===== config.mk =====
export PLATFORM = sky130hd
export DESIGN_NAME = or_tree_seq_reducer
export DESIGN_NICKNAME = d
export VERILOG_FILES = /design/src/rtl/or_tree_seq_reducer.sv
export SDC_FILE = /design/constraint.sdc
export NUM_CORES = 1
export LEC_CHECK = 0
export ABC_AREA = 1
export BUFFER_PORTS_ARGS = -buffer_cell sky130_fd_sc_hd__buf_4
export CORE_AREA = 2 2 130 107
export DETAILED_ROUTE_END_ITERATION = 12
export DIE_AREA = 0 0 132 109
export GPL_TIMING_DRIVEN = 0
export PLACE_DENSITY = 0.85
export RECOVER_POWER = 25
export SYNTH_ARGS = -nofsm -noshare
export SYNTH_HDL_FRONTEND = slang
export SYNTH_SLANG_ARGS = --single-unit

===== constraint.sdc =====
create_clock -name clk -period 1.88 [get_ports clk]
set_input_delay 0.282 -clock clk [delete_from_list [all_inputs] [get_ports clk]]
set_output_delay 0.282 -clock clk [all_outputs]
set_load 0.02 [all_outputs]

===== src/rtl/or_tree_seq_reducer.sv =====
// Sequential OR reducer: folds a block of IN_SIZE words into one word by
// reusing a single pairwise OR layer, halving the live word count each cycle.
module or_tree_seq_reducer #(
  parameter int IN_SIZE  = 8,
  parameter int IN_WIDTH = 16
) (
  input  logic                         clk,
  input  logic                         rst,
  input  logic [IN_SIZE*IN_WIDTH-1:0]  data_in,
  input  logic                         data_in_valid,
  output logic                         data_in_ready,
  output logic [IN_WIDTH-1:0]          data_out,
  output logic                         data_out_valid,
  input  logic                         data_out_ready,
  output logic                         busy
);
  localparam int PASSES = $clog2(IN_SIZE);
  localparam int CW     = $clog2(IN_SIZE + 1);
  localparam int CW1    = CW + 1;

  typedef enum logic [1:0] {IDLE, REDUCE, OUTPUT} state_t;

  state_t                              state_q, state_d;
  logic [IN_SIZE-1:0][IN_WIDTH-1:0]    work_q, work_d;
  logic [CW-1:0]                       cur_q, cur_d;
  logic [IN_WIDTH-1:0]                 dout_q, dout_d;
  logic                                vld_q, vld_d;

  logic [2*IN_SIZE-1:0][IN_WIDTH-1:0]  ext;
  logic [IN_SIZE-1:0][IN_WIDTH-1:0]    red;
  logic [CW1-1:0]                      half;

  // Entries at index >= cur are always zero, so an odd tail word pairs with
  // a zero and the uniform OR also covers the "carry the last word" case.
  always_comb begin
    ext                = '0;
    ext[IN_SIZE-1:0]   = work_q;
    half               = ({1'b0, cur_q} + 1'b1) >> 1;
    red                = '0;
    for (int i = 0; i < IN_SIZE; i++) begin
      if (CW1'(i) < half) red[i] = ext[2*i] | ext[2*i+1];
    end
  end

  always_comb begin
    state_d = state_q;
    work_d  = work_q;
    cur_d   = cur_q;
    dout_d  = dout_q;
    vld_d   = vld_q;
    case (state_q)
      IDLE: begin
        if (data_in_valid) begin
          work_d = data_in;
          cur_d  = CW'(IN_SIZE);
          if (PASSES == 0) begin
            dout_d  = data_in[IN_WIDTH-1:0];
            vld_d   = 1'b1;
            state_d = OUTPUT;
          end else begin
            state_d = REDUCE;
          end
        end
      end
      REDUCE: begin
        work_d = red;
        cur_d  = half[CW-1:0];
        if (half == CW1'(1)) begin
          dout_d  = red[0];
          vld_d   = 1'b1;
          state_d = OUTPUT;
        end
      end
      OUTPUT: begin
        if (data_out_ready) begin
          vld_d   = 1'b0;
          state_d = IDLE;
        end
      end
      default: state_d = IDLE;
    endcase
  end

  always_ff @(posedge clk or negedge rst) begin
    if (!rst) begin
      state_q <= IDLE;
      work_q  <= '0;
      cur_q   <= '0;
      dout_q  <= '0;
      vld_q   <= 1'b0;
    end else begin
      state_q <= state_d;
      work_q  <= work_d;
      cur_q   <= cur_d;
      dout_q  <= dout_d;
      vld_q   <= vld_d;
    end
  end

  assign data_in_ready  = (state_q == IDLE);
  assign busy           = (state_q != IDLE);
  assign data_out       = dout_q;
  assign data_out_valid = vld_q;
endmodule


==> results.yml <==
sta:
  worst_pin_slew_ns: 1.09
  skew_ns: 0.00806
  hold_viol_final: 0
  setup_viol: 0
  min_period_ns: 1.79
  report.final.slew_viol_count: 0
  tns_ns: 0
  setup_ws_ns: 0.0877
  slew-limit-headroom_pct: 27.4
  max_freq_mhz: 558
  min_period_over_period_pct: 95.3
floorplan:
  die_y_microns: 109
  coreArea_sq_mm: 0.0132
  start_util_pct: 53.4
  fp-row-count: 38
  ios: 151
  die_w_microns: 132
  die-area_sq_mm: 0.0144
routing:
  avgRoutedWirePerCell_microns: 17.3
  via_per_inst: 5.68
  drtPass1Iterations: 6
  drc: 0
  vias: 6758
  wirelength_microns: 20600
  ant_nets: 0
  drt_iter0_drc: 789
flow_run:
  maxCapViolations: 0
final_layout:
  num_antenna_cells: 0
  drive_gt1_share_pct: 23.8
  fin_nets: 1132
  fillers: 1019
  final_cell_area_sq_mm: 0.00901
  multi_input_area_sq_mm: 0.00266
  final_cell_mix: "dfrtp_1, buf_4, o21ai_0, nor2_1, a21oi_1"
  final_common_cell: "dfrtp_1"
  layout.cells.non_filler: 1190
  register_area_sq_mm: 0.00378
  area_growth_pct: 28.1
clock_tree:
  clkSinkCount: 151
  clk_latency_ns: 0.42
  cts_tree: "yes"
  ctsHtreeMaxLevel: 4
  cts.clk_slew.worst_paths_ns: 0.06
  cts_inserted_buffers: 17
  post_cts_buffers: 0
  ctsLongestPathBuffers: 2
  root_buffer: "clkbuf_16"
global_route:
  grt_max_degree: 77
  grt_pass1_wl_microns: 32600
  antenna_found_initial: 0
  grtUsageTotal_pct: 29.6
  grt_pass1_vias: 6468
  globalRoute.totalOverflow: 0
power_and_ir_drop:
  peakVddDrop_v: 0.000921
  switching_share_pct: 40.4
  leakage_nw: 4.23
  sequentialPowerShare_pct: 35.0
  intPower_mw: 8.94
  clkPwrFrac_pct: 23.4
  p_comb_share_pct: 41.5
  power.density_mw_per_mm2: 1660
  power.switching_mw: 6.06
worst_setup_path:
  max_stage_delay_ns: 0.43
  arrival_ns: 1.51
  cp.required_ns: 1.60
  worstSetupPathType: "flop to primary output"
  startpoint_type: "flop"
  ff2ff_setup_slack_ns: 0.13
  path_buf_inv: 3
  worst_setup_path_end_kind: "primary output"
  cp_top_family: "buffers and inverters"
  worstPathCellList: "nor2_4 -> clkbuf_4 -> inv_1 -> buf_4"
  crit_fanout: 10
  slowest_stage: "dfrtp_1"
synth:
  avgSynthCellArea_sq_um: 8.49
  synth_area_sq_mm: 0.00704
  synth.distinct_cells: 33
  synthCells: 829
  synth_seq_area_share_pct: 53.7
  ys_ff_latch: 151
  yosys_warnings: 0
  synth_nets: 962
place:
  postPlaceCellArea_sq_mm: 0.00841
  place_congestion: 0.905
  dp_hpwl_microns: 14500
  pre_cts_ws_ns: 0.150
  placed_cells: 1159
  numPortBuffers: 149
min_path:
  hp-class: "input pin to flop"
status:
  status: "finished, final reports clean"
-- worst paths after layout --
check | from | end | cells after the start
worst max-delay path | state_q[0]$_DFFE_PN0P_ | busy | 4
worst min-delay path | data_out_ready | state_q[1]$_DFFE_PN0P_ | 2
worst max register to register | cur_q[1]$_DFFE_PN0P_ | data_out[1]$_DFFE_PN0P_ | 7
worst min register to register | data_out[7]$_DFFE_PN0P_ | data_out[7]$_DFFE_PN0P_ | 2
max in group asynchronous | rst | ext[59]$_DFFE_PN0P_ | 3
min in group asynchronous | rst | data_out[2]$_DFFE_PN0P_ | 2
-- cells in the mapped netlist --
cell | n | area, sq um
o211ai_1 | 1 | 7.51
o21ai_2 | 6 | 52.6
inv_2 | 2 | 7.51
buf_8 | 1 | 15.0
dlymetal6s2s_1 | 1 | 12.5
dfrtp_1 | 151 | 3780
clkbuf_1 | 21 | 78.8
a21oi_2 | 5 | 43.8
nor2_1 | 126 | 473
ha_1 | 1 | 12.5
or2_2 | 1 | 6.26
buf_12 | 1 | 20.0
nand3_1 | 69 | 345
o31ai_1 | 1 | 7.51
nand4_4 | 1 | 21.3
clkbuf_4 | 1 | 7.51
nand3_4 | 2 | 35.0
o21ai_0 | 128 | 641
a21oi_1 | 89 | 445
buf_4 | 2 | 15.0
nor2_4 | 1 | 11.3
buf_6 | 5 | 56.3
o22ai_1 | 1 | 6.26
nand2_2 | 3 | 18.8
buf_1 | 1 | 3.75
nand2_1 | 88 | 330
nand4_1 | 4 | 25.0
o21ai_1 | 10 | 50.1
clkdlybuf4s18_2 | 1 | 10.0
nand2_4 | 9 | 101
inv_1 | 72 | 270
buf_2 | 22 | 110
nand3_2 | 2 | 20.0
-- sequential cells by signal (all words and copies together), names as in the netlist --
name / flops
cur_q: 4
data_out: 16
state_q: 2
ext: 128
data_out_valid: 1
-- final cells by class --
class | count | area share (%)
flip-flops and latches | 151 | 41.9
multi-input cells | 548 | 29.5
clock buffers | 21 | 4.89
plain buffers | 56 | 3.72
repair buffers | 151 | 12.7
well taps | 180 | 2.50
inverters | 74 | 3.08
clock inverters | 9 | 1.69
-- routing by layer --
metal  track usage (%)  wire (microns)  vias to the layer above  part of all wire, %
li1                  -               -                     3071                    -
met1              39.7            8430                     3260                   41
met2              45.9            9380                      380                   45
met3              8.79            2280                       47                   11
met4              11.3             534                        0                  2.6
met5                 0               0                        -                    0
-- power groups by stage --
stage	Combinational, mW	Sequential, mW	Clock (mW)
2_1_floorplan	4.12	5.19	0
3_3_place_gp	5.87	5.20	0
3_5_place_dp	6.04	5.25	0
4_1_cts	6.17	5.22	3.52
5_1_grt	6.88	5.37	3.65
6_report	6.23	5.26	3.52
-- what timing repair did --
action                                  4_1_cts  5_1_grt
hold buffers                                  1        0
pin swaps                                     0        0
gates resized for setup                       4        2
endpoints found under the setup margin        2        4
hold endpoints to repair                     75        0
-- worst reg2reg max path, stage by stage, from the launching register on --
cell      delay [ns]
dfrtp_1         0.42
ha_2            0.42
inv_1           0.08
nor2_1          0.10
nand4_1         0.17
clkbuf_4        0.26
nand2_1         0.09
o21ai_0         0.09
-- stage by stage --
stage,power [mW],utilization (%),hold WS (ns)
final,15.0,68.4,0.0437
after global routing,15.9,68.4,0.0509
after CTS,14.9,68.6,0.0435
after detailed placement,11.3,63.9,0.361
after global placement,11.1,63.7,0.465
after floorplan,9.31,-,-0.0136
-- kinds of logic after synthesis --
logic type               after synthesis  synth area share (%)
AND/OR/NAND/NOR                      306                  19.7
AO/OA/AOI/OAI                        241                  17.8
flip-flops                           151                  53.7
buffers and inverters                130                  8.62
adder cells (fa/ha/maj)                1                 0.178
Note: power is estimated with default switching activity, not from simulation.
